**src/rtl/lsu_m.sv**
```systemverilog
// lsu_m: memory-stage load/store unit for the RV32I cache pipeline.
// Converts the M-stage opcode/funct3/address/store data into one data-cache
// request, stalls the pipeline on `waiting` until the cache answers, and
// returns aligned, extended load data. Misaligned accesses never reach the cache.
//
// Ports
//   clk, rst          clock; synchronous active-low reset
//   M_in_op/M_in_f3   instr[6:2] and funct3 of the M-stage instruction
//   M_alu_out         effective byte address
//   M_rs2_data        store source data
//   dc_req/dc_we      registered cache request / store flag
//   dc_addr           registered word address
//   dc_strb/dc_wdata  registered byte enables / lane-replicated store data
//   dc_ready/dc_rdata cache completion pulse and read word
//   waiting           pipeline stall
//   M_ld_data         registered extended load result
//   M_misalign        combinational misaligned-access flag
module lsu_m (
  input  logic        clk,
  input  logic        rst,
  input  logic [4:0]  M_in_op,
  input  logic [2:0]  M_in_f3,
  input  logic [31:0] M_alu_out,
  input  logic [31:0] M_rs2_data,
  output logic        dc_req,
  output logic        dc_we,
  output logic [31:0] dc_addr,
  output logic [3:0]  dc_strb,
  output logic [31:0] dc_wdata,
  input  logic        dc_ready,
  input  logic [31:0] dc_rdata,
  output logic        waiting,
  output logic [31:0] M_ld_data,
  output logic        M_misalign
);

  localparam logic [4:0] OP_LOAD  = 5'b00000;
  localparam logic [4:0] OP_STORE = 5'b01000;

  typedef enum logic [1:0] {IDLE, ACCESS, DONE} state_e;

  state_e      state_q, state_d;
  logic        req_q, req_d;
  logic        we_q, we_d;
  logic [31:0] addr_q, addr_d;
  logic [3:0]  strb_q, strb_d;
  logic [31:0] wdata_q, wdata_d;
  logic [2:0]  f3_q, f3_d;
  logic [1:0]  off_q, off_d;
  logic [31:0] ld_q, ld_d;

  // instruction decode
  logic is_ld, is_st, mem_op, misal, issue;
  logic [1:0] off;

  assign off   = M_alu_out[1:0];
  assign is_ld = (M_in_op == OP_LOAD) &&
                 (M_in_f3 inside {3'b000, 3'b001, 3'b010, 3'b100, 3'b101});
  assign is_st = (M_in_op == OP_STORE) &&
                 (M_in_f3 inside {3'b000, 3'b001, 3'b010});
  assign mem_op = is_ld || is_st;
  // f3[1:0] encodes size for both loads and stores: 00 byte, 01 half, 10 word
  assign misal  = ((M_in_f3[1:0] == 2'b01) && off[0]) ||
                  ((M_in_f3[1:0] == 2'b10) && (off != 2'b00));
  assign issue  = (state_q == IDLE) && mem_op && !misal;

  assign waiting    = rst && (issue || (state_q == ACCESS));
  assign M_misalign = rst && (state_q == IDLE) && mem_op && misal;

  assign dc_req    = req_q;
  assign dc_we     = we_q;
  assign dc_addr   = addr_q;
  assign dc_strb   = strb_q;
  assign dc_wdata  = wdata_q;
  assign M_ld_data = ld_q;

  // state register
  always_ff @(posedge clk) begin
    if (!rst) state_q <= IDLE;
    else      state_q <= state_d;
  end

  // next state; DONE always returns to IDLE so the same instruction is
  // not issued twice while the pipeline advances
  always_comb begin
    state_d = state_q;
    case (state_q)
      IDLE:    if (issue) state_d = ACCESS;
      ACCESS:  if (dc_ready) state_d = DONE;
      DONE:    state_d = IDLE;
      default: state_d = IDLE;
    endcase
  end

  // load extraction from the captured offset/funct3
  logic [31:0] lane, ld_ext;
  always_comb begin
    lane = dc_rdata >> {off_q, 3'b000};
    case (f3_q)
      3'b000:  ld_ext = {{24{lane[7]}}, lane[7:0]};
      3'b001:  ld_ext = {{16{lane[15]}}, lane[15:0]};
      3'b100:  ld_ext = {24'd0, lane[7:0]};
      3'b101:  ld_ext = {16'd0, lane[15:0]};
      default: ld_ext = dc_rdata;
    endcase
  end

  // output / datapath next-state; request fields are held while ACCESS
  always_comb begin
    req_d   = req_q;
    we_d    = we_q;
    addr_d  = addr_q;
    strb_d  = strb_q;
    wdata_d = wdata_q;
    f3_d    = f3_q;
    off_d   = off_q;
    ld_d    = ld_q;
    case (state_q)
      IDLE: if (issue) begin
        req_d  = 1'b1;
        we_d   = is_st;
        addr_d = {M_alu_out[31:2], 2'b00};
        f3_d   = M_in_f3;
        off_d  = off;
        strb_d  = 4'b0000;
        wdata_d = 32'd0;
        if (is_st) begin
          case (M_in_f3[1:0])
            2'b00: begin
              strb_d  = 4'b0001 << off;
              wdata_d = {4{M_rs2_data[7:0]}};
            end
            2'b01: begin
              strb_d  = 4'b0011 << off;
              wdata_d = {2{M_rs2_data[15:0]}};
            end
            default: begin
              strb_d  = 4'b1111;
              wdata_d = M_rs2_data;
            end
          endcase
        end
      end
      ACCESS: if (dc_ready) begin
        req_d = 1'b0;
        if (!we_q) ld_d = ld_ext;
      end
      default: ;
    endcase
  end

  always_ff @(posedge clk) begin
    if (!rst) begin
      req_q   <= 1'b0;
      we_q    <= 1'b0;
      addr_q  <= 32'd0;
      strb_q  <= 4'd0;
      wdata_q <= 32'd0;
      f3_q    <= 3'd0;
      off_q   <= 2'd0;
      ld_q    <= 32'd0;
    end else begin
      req_q   <= req_d;
      we_q    <= we_d;
      addr_q  <= addr_d;
      strb_q  <= strb_d;
      wdata_q <= wdata_d;
      f3_q    <= f3_d;
      off_q   <= off_d;
      ld_q    <= ld_d;
    end
  end

endmodule

```
**config.mk**
```make
export PLATFORM = sky130hd
export DESIGN_NAME = lsu_m
export DESIGN_NICKNAME = d
export VERILOG_FILES = /design/src/rtl/lsu_m.sv
export SDC_FILE = /design/constraint.sdc
export NUM_CORES = 1
export LEC_CHECK = 0
export CORE_ASPECT_RATIO = 2
export CORE_MARGIN = 2
export CORE_UTILIZATION = 45
export DETAILED_ROUTE_END_ITERATION = 6
export HOLD_SLACK_MARGIN = 0.1
export PLACE_DENSITY_LB_ADDON = 0.08
export SLEW_MARGIN = 20
export SYNTH_ARGS = -nofsm -noshare
export SYNTH_HDL_FRONTEND = slang
export SYNTH_SLANG_ARGS = --single-unit
```
**constraint.sdc**
```tcl
create_clock -name clk -period 4.3 [get_ports clk]
set_input_delay 0.86 -clock clk [delete_from_list [all_inputs] [get_ports clk]]
set_output_delay 0.86 -clock clk [all_outputs]
set_load 0.05 [all_outputs]
```
=== Yosys cells after proc, flatten, opt, wreduce, memory -nomap -nowiden ===
Cells that the tools add are included.

* Muxes and demuxes: 11
* Equal/unequal tests: 13
* Bitwise operators: 1
* Reduce and logical (&&, ||, !) cells: 27
* Shift-type cells: 3

{| class="wikitable"
|+ Operator list
! cell !! number
|-
| 32-bit one-hot mux with 4 select lines || 1
|-
| 32-bit one-hot mux with 2 select lines || 1
|-
| 32-bit 2-to-1 mux || 1
|-
| 32-bit by 5-bit >> shifter with 16-bit output || 1
|-
| 3-bit equality test, second input constant || 4
|-
| 1-bit logical AND || 10
|-
| 4-bit one-hot mux with 2 select lines || 1
|-
| 3-bit by 1-bit equality test with 1-bit output, second input constant || 2
|-
| 3-bit zero test || 2
|-
| 3-bit AND reduction || 2
|-
| 5-bit by 4-bit equality test with 1-bit output, second input constant || 1
|-
| 5-bit zero test || 1
|-
| 5-bit nonzero test || 1
|-
| 2-bit by 1-bit equality test with 1-bit output, second input constant || 2
|-
| 2-bit zero test || 2
|-
| 2-bit 2-to-1 mux || 2
|-
| 4-bit 2-to-1 mux || 1
|-
| 2-bit != test, second input constant || 2
|-
| 2-bit one-hot mux with 2 select lines || 1
|-
| 2-bit AND reduction || 2
|-
| 2-bit nonzero test || 2
|-
| 1-bit by 2-bit left shift with 4-bit output, first input constant || 1
|-
| 2-bit by 2-bit left shift with 4-bit output, first input constant || 1
|-
| 3-bit by 2-bit equality test with 1-bit output, second input constant || 1
|-
| other kinds (7) || 10
|}

* Logic and storage cells: 64
* Input port bits: 107
* Flip-flop bits (word level): 107

=== Logic depth before layout (Yosys ltp) ===
Gate-level depths: netlist (run 1).

* Word-level depth: 8
* Gate-level depth with buffers: 7

=== Worst setup path after synthesis (run 1) ===
No wires, ideal clock.

* Kind: input -> output
* Start point: input port M_in_op[4]
* End point: output port M_misalign
* Setup slack: 630 ps
* Stages: 4
* Path buffers: 0
* Data required time: 3440 ps
* Arrival time: 2810 ps
* Path through: or4_4 a2111oi_4 nand2_1 nor3_1

* Word-level cells in the longest chain between the ends: 5
* Elaborated cells on any way between the ends: 7
* Those cells by class: eq/ne (1); reduce/logical (6)

{| class="wikitable"
|+ RTL lines
! item !! line !! source
|-
| from (decl) || 21 || <nowiki>input logic [4:0] M_in_op,</nowiki>
|-
| 5-bit by 4-bit equality test with 1-bit output / 5-bit zero test (equally long branches) || 59, 57 ||
|-
| 1-bit logical AND (on tied branches) || 59, 57 ||
|-
| 1-bit logical OR * || 61 || <nowiki>assign mem_op = is_ld || is_st;</nowiki>
|-
| 1-bit logical AND * (2 in a row) || 68 || <nowiki>assign M_misalign = rst && (state_q == IDLE) && mem_op && misal;</nowiki>
|-
| to (decl) || 34 || <nowiki>output logic M_misalign</nowiki>
|}

Mark *: on every way between the ends. The rest lies on a longest branch, timed or not.

=== Worst setup path in the final report (run 1) ===
Ends and elaborated chain as after synthesis.

==> results.md, run 1 <==
- Area grow syn2layout: 50.18%
- FMAX: 269.3 MHz
- Share of the synthesized area in the top cell type: 45.03%
- Share of post-route cells with drive strength above 1: 4.360%
- First-pass GRT wire length: 22.46 mm
- Clk root buf: clkbuf_16
- Post-CTS sizing: 0
- Sink Count: 107
- WL/cell: 16.64 microns
- Simple-gate portion of the synthesized area: 14.65%
- Crit path kind: input port to output port
- Mapped Area: 0.004757 sq mm
- Vias in the first global route: 4471
- Critical path fanouts, max: 5
- Vias/cell: 5.249
- Cell variety after synth: 40
- Gate count of the mapped netlist: 525
- ANT nets after route: 0
- Largest family of logic cells by synthesized area: compound AO/OA/AOI/OAI gates
- Global route overflow: 0
- Avg Inst Size Synth: 9.061 sq um
- Leakage power: 0.002536 uW
- Compound-Gate Fraction of Synth Area: 20.33%
- Die ar.: 0.01146 sq mm
- Final Cycle Share: 86.37%
- Setup TNS: 0 ns
- Measured slew at the worst slew-check pin: 1.054 ns
- Ratio of total power to cell area: 283.7 mW/mm^2
- Final cell count without fillers: 848
- Primary FF master, synth: dfxtp_1
- Worst setup EP type: output port
- EDFF count, synth: 0
- Worst vdd ir: 0.0001956 V
- Placement-stage cell area: 0.006875 sq mm
- Status: completed
- DRT iter0 DRCs: 275
- DR pass1 iterations: 4
- Drt total wl: 14.11 mm
- Hpwl dp: 10.83 mm
- Worst hold path class: flop to flop
- Critical path arrival: 2.85 ns
- N_diodes: 0
- Die Wd: 76.70 microns
- RSZ-0062 raised after global routing: no
- Post-synthesis mux area share: 14.78%
- Core area: 0.01041 sq mm
- Fin crit period: 3.714 ns
- Clock slew at reported path FFs: 0.06 ns
- Adder-Cell Fraction of Synth Area: 0%
- Maximum root-to-sink buffer count: 2
- TritonCTS clock tree: done
- Max-slew violations: 0
- IO buf count: 208
- Rows: 53
- Async S/R FF share, synth: 0%
- Register area share after synthesis: 45.03%
- Hold-fix buffers, CTS: 0
- DIE HEIGHT: 149.4 microns
- Max_cap viols: 0
- Post-CTS Setup Inserts: 0
- GRT Overall Usage: 24.50%
- Drc violations: 0
- Max_slew headroom: 29.75%
- Tot Pwr: 2027 uW
- Largest net degree at the start of global routing: 99
- Worst skew pair latency: 0.34 ns
- Final Cell Area: 0.007144 sq mm
- H-tree levels: 3
- GPL Wtd Cong: 0.8628
- Worst path required time: 3.44 ns
- Placed Cells: 833
- XOR/XNOR Fraction of Synth Area: 0.1841%
- Worst setup SP type: input port
- Total CTS buffers: 9
- YS warnings: 0
- Top post-synthesis cells by area: dfxtp_1 45%, mux2i_1 14%, nand2_1 9.0%, o2bb2ai_1 4.8%, o21ai_0 3.7%
- #FFs+latches synth: 107
- Net count reported at finish: 814
- IO Pins: 211
- Initial antenna violation count: 0
- Final setup viols: 0
- Filler cells: 893
- Starting density of the core: 45.69%
- Synth area leader: dfxtp_1
- Total number of vias: 4451
- Final Hold Fails: 0
- Worst clock skew: 0.009159 ns
==> final timing paths <==
path,startpoint,end,slack (ns),depth (start not counted)
setup / recovery,M_in_op[4],M_misalign,0.59,6
hold / removal,M_ld_data[15],M_ld_data[15],0.45,2
setup reg to reg,state_q[0],dc_addr[13],1.85,5
hold reg to reg,M_ld_data[15],M_ld_data[15],0.45,2
==> cell type report <==
class / count / area (sq um) / share of cell area [%]
multi-input combinational: 372 / 2409 / 33.71
timing repair buffer: 214 / 2142 / 29.98
inverter: 3 / 11.26 / 0.1576
sequential: 107 / 2142 / 29.98
clock buffer: 10 / 229.0 / 3.205
clock inverter: 5 / 40.04 / 0.5604
tap: 137 / 171.4 / 2.399
==> cell usage in the layout, fill, tap and decap left out, types with 9 or more instances in the layout <==
master           count
a21oi_1             17
a22o_1              17
a31oi_1             16
clkbuf_16            9
clkdlybuf4s50_1    205
dfxtp_1            107
mux2i_1             68
nand2_1            114
nor2_1              19
o21ai_0             35
o2bb2ai_1           26
==> worst max-delay path, cell delays in order <==
cell             delay [ns]
clkdlybuf4s50_1        0.44
or4_4                  0.54
a2111oi_4              0.40
nand2_1                0.10
nor3_1                 0.32
buf_12                 0.19
==> state kept, by name (all words and copies together), names as in the netlist <==
| signal | cells |
|---|---|
| M_ld_data | 32 |
| dc_wdata | 32 |
| dc_addr | 30 |
| dc_strb | 4 |
| f3_q | 3 |
| off_q | 2 |
| state_q | 2 |
| dc_req | 1 |
| dc_we | 1 |
==> metal layers <==
metal	track usage, %	up-vias	share of wire (%)
met5	0	-	0
met4	12.82	0	4.0
met3	4.964	34	5.4
met2	45.09	151	54
met1	25.88	2052	37
li1	-	2214	-
==> synthesized netlist by cell type (all sizes together), types with 2 or more instances <==
| master | count |
|---|---|
| a22o | 17 |
| nand2b | 8 |
| a31oi | 17 |
| o21a | 3 |
| o2bb2ai | 26 |
| dfxtp | 107 |
| a21o | 2 |
| inv | 2 |
| nor2b | 6 |
| and3 | 3 |
| nand2 | 114 |
| o32ai | 7 |
| nor3 | 8 |
| clkbuf | 30 |
| buf | 14 |
| a21oi | 17 |
| nor2 | 19 |
| mux2i | 68 |
| o21ai | 36 |
| a21boi | 8 |
==> where the power goes <==
group | leakage, uW | internal (uW) | switching, uW | total (uW)
registers | 0.000862 | 997 | 5.95 | 1000
logic | 0.00155 | 134 | 126 | 261
clock network | 0.000121 | 393 | 370 | 763
==> logic make-up (layout without fill, tap and decap cells) <==
kind of cell              after synthesis  in the layout
xor gates and xnor gates                1              1
muxes                                  69             69
other                                   1              2
DFF                                   107            107
AOI/OAI and AO/OA                     137            137
buffers and inverters                  47            232
and+or+nand+nor                       163            163
==> through the flow <==
step | utilization [%] | worst slack (ns) | hold WS (ns)
after global routing | 68.62 | 0.4631 | 0.4782
after floorplan | - | 0.6300 | 0.4477
after global placement | 66.04 | 0.6562 | 0.4393
after detailed placement | 66.04 | 0.6024 | 0.4426
after CTS | 68.62 | 0.5998 | 0.4516
final | 68.62 | 0.5863 | 0.4498
Note: power is estimated with default switching activity, not from simulation.
==> inputs of run 2 (changes only) <==
--- a/config.mk
+++ b/config.mk
@@ -7,9 +7,10 @@
 export LEC_CHECK = 0
 export CORE_ASPECT_RATIO = 2
 export CORE_MARGIN = 2
-export CORE_UTILIZATION = 45
+export CORE_UTILIZATION = 30
 export DETAILED_ROUTE_END_ITERATION = 6
 export HOLD_SLACK_MARGIN = 0.1
+export MAX_ROUTING_LAYER = met4
 export PLACE_DENSITY_LB_ADDON = 0.08
 export SLEW_MARGIN = 20
 export SYNTH_ARGS = -nofsm -noshare
==> run 2 against run 1 <==
Against the previous run:
- critical path type unchanged
- total power rose by 5.8%
- setup slack improved by 0.069 ns
- sequential cell count did not move
- core utilization fell by 22 points
- largest power group unchanged
- register-to-register slack barely moved
- design area rose by 2.6%
- first-iteration DRC count fell by 31%
- via count fell by 0.38%
- clock power rose by 15%
- wire length rose by 1.8%
==> results.md, run 2 (synthesis gave the netlist of run 1 again) <==
- Clock share of power: 40.8%
- Fin worst setup slack: 0.6550 ns
- DIE HEIGHT: 182.1 microns
- Commonest non-fill, non-tap cells in the layout: 205 x clkdlybuf4s50_1, 114 x nand2_1, 107 x dfxtp_1, 68 x mux2i_1, 35 x o21ai_0
- Worst path bufs/invs: 2
- Vias in the first global route: 4206
- Post-CTS sizing: 0
- Worst hold path class: flop to flop
- Drc violations: 0
- Crit path kind: input port to output port
- First-pass GRT wire length: 22.54 mm
- Share of post-route cells with drive strength above 1: 5.035%
- Final cell count without fillers: 916
- Largest stage delay on the critical path: 0.52 ns
- Crit-path cells: clkdlybuf4s50_1 > or4_4 > a2111oi_4 > and3_2 > o21a_1 > buf_12
- Net count reported at finish: 817
- Final core occ: 46.93%
- Commonest non-fill, non-tap cell in the layout: clkdlybuf4s50_1
- Reg2Reg Setup Slack: 1.84 ns
- Measured slew at the worst slew-check pin: 0.9063 ns
- Internal Power: 1604 uW
- Die ar.: 0.01694 sq mm
- Max_cap viols: 0
- Die Wd: 93.04 microns
- Crit-path leading delay family: simple AND/OR/NAND/NOR gates
- ANT nets after route: 0
- Status: completed
- DR pass1 iterations: 4
- Combinational cell fraction of total power: 12.4%
- Clock slew at reported path FFs: 0.07 ns
- Clk root buf: clkbuf_16
- Drt total wl: 14.36 mm
- Worst skew pair latency: 0.35 ns
- Sw Ratio: 25.17%
- Worst vdd ir: 0.0001865 V
- Initial antenna violation count: 0
- Starting density of the core: 30.46%
- Sink Count: 107
- Fin crit period: 3.645 ns
- Max-slew violations: 0
- IO Pins: 211
- Leakage power: 0.002596 uW
- RSZ-0062 raised after global routing: no
- Critical path arrival: 2.79 ns
- Final Cycle Share: 84.77%
- Placed Cells: 899
- Rows: 65
- Vias/cell: 4.841
- FMAX: 274.3 MHz
- Global route overflow: 0
- Area grow syn2layout: 54.05%
- Dpl ws: 0.6602 ns
- Final Hold Fails: 0
- NetSw: 539.6 uW
- Maximum root-to-sink buffer count: 2
- Worst clock skew: 0.01141 ns
- Hpwl dp: 10.44 mm
- Slowest cell on crit path: or4_4
- WL/cell: 15.68 microns
- N_diodes: 0
- Final setup viols: 0
- Largest net degree at the start of global routing: 57
- TritonCTS clock tree: done
- Worst setup SP type: input port
- H-tree levels: 3
- Worst path required time: 3.44 ns
- Tot Pwr: 2144 uW
- IO buf count: 208
- Critical path fanouts, max: 5
- Setup TNS: 0 ns
- Post-CTS Setup Inserts: 0
- Total CTS buffers: 9
- GRT Overall Usage: 17.07%
- Max_slew headroom: 39.36%
- GPL Wtd Cong: 0.8140
- Total number of vias: 4434
- Hold-fix buffers, CTS: 0
- DRT iter0 DRCs: 191
- Sequential Power Share: 46.7%
- Worst setup EP type: output port
- Ratio of total power to cell area: 292.5 mW/mm^2
- Core area: 0.01562 sq mm
## run 2: power groups by stage
stage	logic, uW	registers (uW)	clock network [uW]
after floorplan	97.0	1050	0
after global placement	263	1030	0
after detailed placement	263	1030	0
after CTS	264	1000	908
after global routing	287	1000	946
final	266	1000	876
## run 2: cell type report
class / count / area, sq um
Clock inverter: 7 / 92.59
Fill cell: 1559 / 8287
Inverter: 3 / 11.26
Clock buffer: 9 / 225.2
Tap cell: 201 / 251.5
Sequential cell: 107 / 2142
Timing Repair Buffer: 217 / 2197
Multi-Input combinational cell: 372 / 2409
## run 2: worst min-delay path, cell delays in order (launching register included)
cell	delay, ns
dfxtp_1	0.31
nand2_1	0.05
mux2i_1	0.05
## run 2: path summary, 6_finish.rpt
check | from | endpoint | cells past startpoint
setup / recovery | M_in_op[4] | waiting | 6
hold / removal | dc_addr[4] | dc_addr[4] | 2
hold reg to reg | dc_addr[4] | dc_addr[4] | 2
setup reg to reg | state_q[0] | dc_addr[8] | 5
## run 2: layer usage
| metal | part of all wire [%] | track usage, % | vias to the layer above |
|---|---|---|---|
| met4 | 1.5 | 5.176 | 0 |
| met1 | 48 | 23.58 | 2042 |
| met2 | 45 | 25.80 | 149 |
| met3 | 4.9 | 2.601 | 10 |
| met5 | 0 | - | - |
| li1 | - | - | 2233 |
## run 2: per-stage QoR
| step | hold slack, ns | area [sq um] |
|---|---|---|
| 2_1_floorplan | 0.4477 | 4761 |
| 3_3_place_gp | 0.4415 | 6983 |
| 3_5_place_dp | 0.4458 | 6983 |
| 4_1_cts | 0.4603 | 7301 |
| 5_1_grt | 0.4731 | 7328 |
| 6_report | 0.4579 | 7328 |
==> inputs of run 3 (changes only) <==
==> constraint.sdc (replaced) <==
create_clock -name clk -period 3.5 [get_ports clk]
set_input_delay 0.7 -clock clk [delete_from_list [all_inputs] [get_ports clk]]
set_output_delay 0.7 -clock clk [all_outputs]
set_load 0.05 [all_outputs]
==> run 3 against run 2 <==
Against the previous run:
- worst hold slack got worse by 0.0027 ns
- largest cell class unchanged
- first-iteration DRC count decreased by 25%
- core utilization decreased by 0.064 points
- global-route usage about the same
- die area unchanged
- sequential cell count unchanged
- final cell count increased by 0.33%
- register-to-register slack got worse by 0.63 ns
==> results.md, run 3 (synthesis gave the netlist of run 1 again) <==
- Post-CTS Setup Inserts: 0
- Max-slew violations: 0
- GPL Wtd Cong: 0.8159
- Sink Count: 107
- Setup TNS: 0 ns
- Global route overflow: 0
- Ratio of total power to cell area: 360.8 mW/mm^2
- WL/cell: 15.71 microns
- Placed Cells: 903
- Placement-stage cell area: 0.007000 sq mm
- Die ar.: 0.01694 sq mm
- Register Area: 0.002142 sq mm
- Sw Ratio: 25.48%
- Status: completed
- Commonest non-fill, non-tap cell in the layout: clkdlybuf4s50_1
- DR pass1 iterations: 7
- Fin crit period: 3.229 ns
- Final core occ: 46.87%
- H-tree levels: 3
- Hpwl dp: 10.48 mm
- Starting density of the core: 30.46%
- Crit path kind: input port to output port
- N_diodes: 0
- Final Cell Area: 0.007318 sq mm
- FMAX: 309.7 MHz
- Drc violations: 0
- Measured slew at the worst slew-check pin: 1.081 ns
- Final Hold Fails: 0
- Total number of vias: 4385
- Vias in the first global route: 4249
- Max_cap viols: 0
- Worst hold slack: 0.4552 ns
- DIE HEIGHT: 182.1 microns
- Clk root buf: clkbuf_16
- Critical path fanouts, max: 5
- Worst path required time: 2.80 ns
- Filler cells: 1577
- Commonest non-fill, non-tap cells in the layout: 205 x clkdlybuf4s50_1, 114 x nand2_1, 107 x dfxtp_1, 68 x mux2i_1, 35 x o21ai_0
- Clock share of power: 41.2%
- Worst setup SP type: input port
- Net count reported at finish: 820
- Hold-fix buffers, CTS: 0
- Post-CTS sizing: 0
- TritonCTS clock tree: done
- Maximum root-to-sink buffer count: 2
- Crit-path cells: clkdlybuf4s50_1 > xor2_1 > a2bb2oi_1 > and3_2 > o21a_1 > buf_12
- Rows: 65
- Final setup viols: 0
- GRT Overall Usage: 17.07%
- Drt total wl: 14.44 mm
- Combinational cell fraction of total power: 12.2%
- Worst clock skew: 0.01076 ns
- Critical path arrival: 2.53 ns
- Total CTS buffers: 9
- Worst setup EP type: output port
- IO buf count: 208
- DRT iter0 DRCs: 143
- Initial antenna violation count: 0
- Multi-input logic area: 0.002409 sq mm
- Final Cycle Share: 92.25%
- Worst hold path class: flop to flop
- Leakage power: 0.002603 uW
- Largest stage delay on the critical path: 0.54 ns
- Share of post-route cells with drive strength above 1: 5.432%
- Slowest cell on crit path: clkdlybuf4s50_1
- Max_slew headroom: 27.94%
- First-pass GRT wire length: 22.46 mm
- Sequential Power Share: 46.6%
- Internal Power: 1968 uW
- Final cell count without fillers: 919
- Clock slew at reported path FFs: 0.07 ns
- Worst vdd ir: 0.0002678 V
- Worst skew pair latency: 0.35 ns
- NetSw: 672.7 uW
- Core area: 0.01562 sq mm
- Vias/cell: 4.771
- Die Wd: 93.04 microns
- IO Pins: 211
- RSZ-0062 raised after global routing: no
- ANT nets after route: 0
- Largest net degree at the start of global routing: 59
- Area grow syn2layout: 53.84%
-- run 3: cell types whose count changed in the layout (fill, tap and decap cells not counted), sizes merged --
| cell | before | now |
|---|---|---|
| buf | 12 | 15 |
-- run 3: layer usage --
| metal | part of all wire (%) | vias up | GRT usage (%) |
|---|---|---|---|
| met3 | 5.1 | 15 | 2.973 |
| li1 | - | 2233 | - |
| met5 | 0 | - | - |
| met4 | 1.9 | 0 | 5.529 |
| met1 | 48 | 1994 | 23.50 |
| met2 | 45 | 143 | 25.45 |
-- run 3: power groups by stage --
stage | Clock, uW | Combinational (uW) | Sequential (uW)
finish | 1090 | 322 | 1230
global route | 1170 | 347 | 1230
CTS | 1120 | 325 | 1230
detailed placement | 0 | 323 | 1260
global placement | 0 | 325 | 1260
floorplan | 0 | 119 | 1290
-- run 3: path summary, 6_finish.rpt --
check	to	start	cells past startpoint	slack (ns)
min reg2reg	dc_addr[23]	dc_addr[23]	2	0.46
min	dc_addr[23]	dc_addr[23]	2	0.46
max reg2reg	dc_addr[30]	state_q[0]	5	1.21
max	waiting	M_in_f3[0]	6	0.27
-- run 3: area by class of cell --
cell class | instances | area share [%]
Tap cell | 201 | 3.436
Timing Repair Buffer | 220 | 29.89
Inverter | 3 | 0.1539
Sequential cell | 107 | 29.27
Clock inverter | 7 | 1.265
Clock buffer | 9 | 3.077
Multi-Input combinational cell | 372 | 32.91
-- run 3: per-stage QoR --
| step | power (uW) | setup WS (ns) |
|---|---|---|
| 5_1_grt | 2754 | 0.1617 |
| 6_report | 2641 | 0.2711 |
| 2_1_floorplan | 1406 | 0.1500 |
| 3_3_place_gp | 1584 | 0.2788 |
| 4_1_cts | 2677 | 0.2525 |
| 3_5_place_dp | 1583 | 0.2585 |
-- run 3: worst max-delay path: cells and delay by family --
kind	cells	cell delay [ns]
xor gates and xnor gates	1	0.21
and+or+nand+nor	1	0.30
AOI/OAI and AO/OA	2	0.62
buffers and inverters	2	0.69
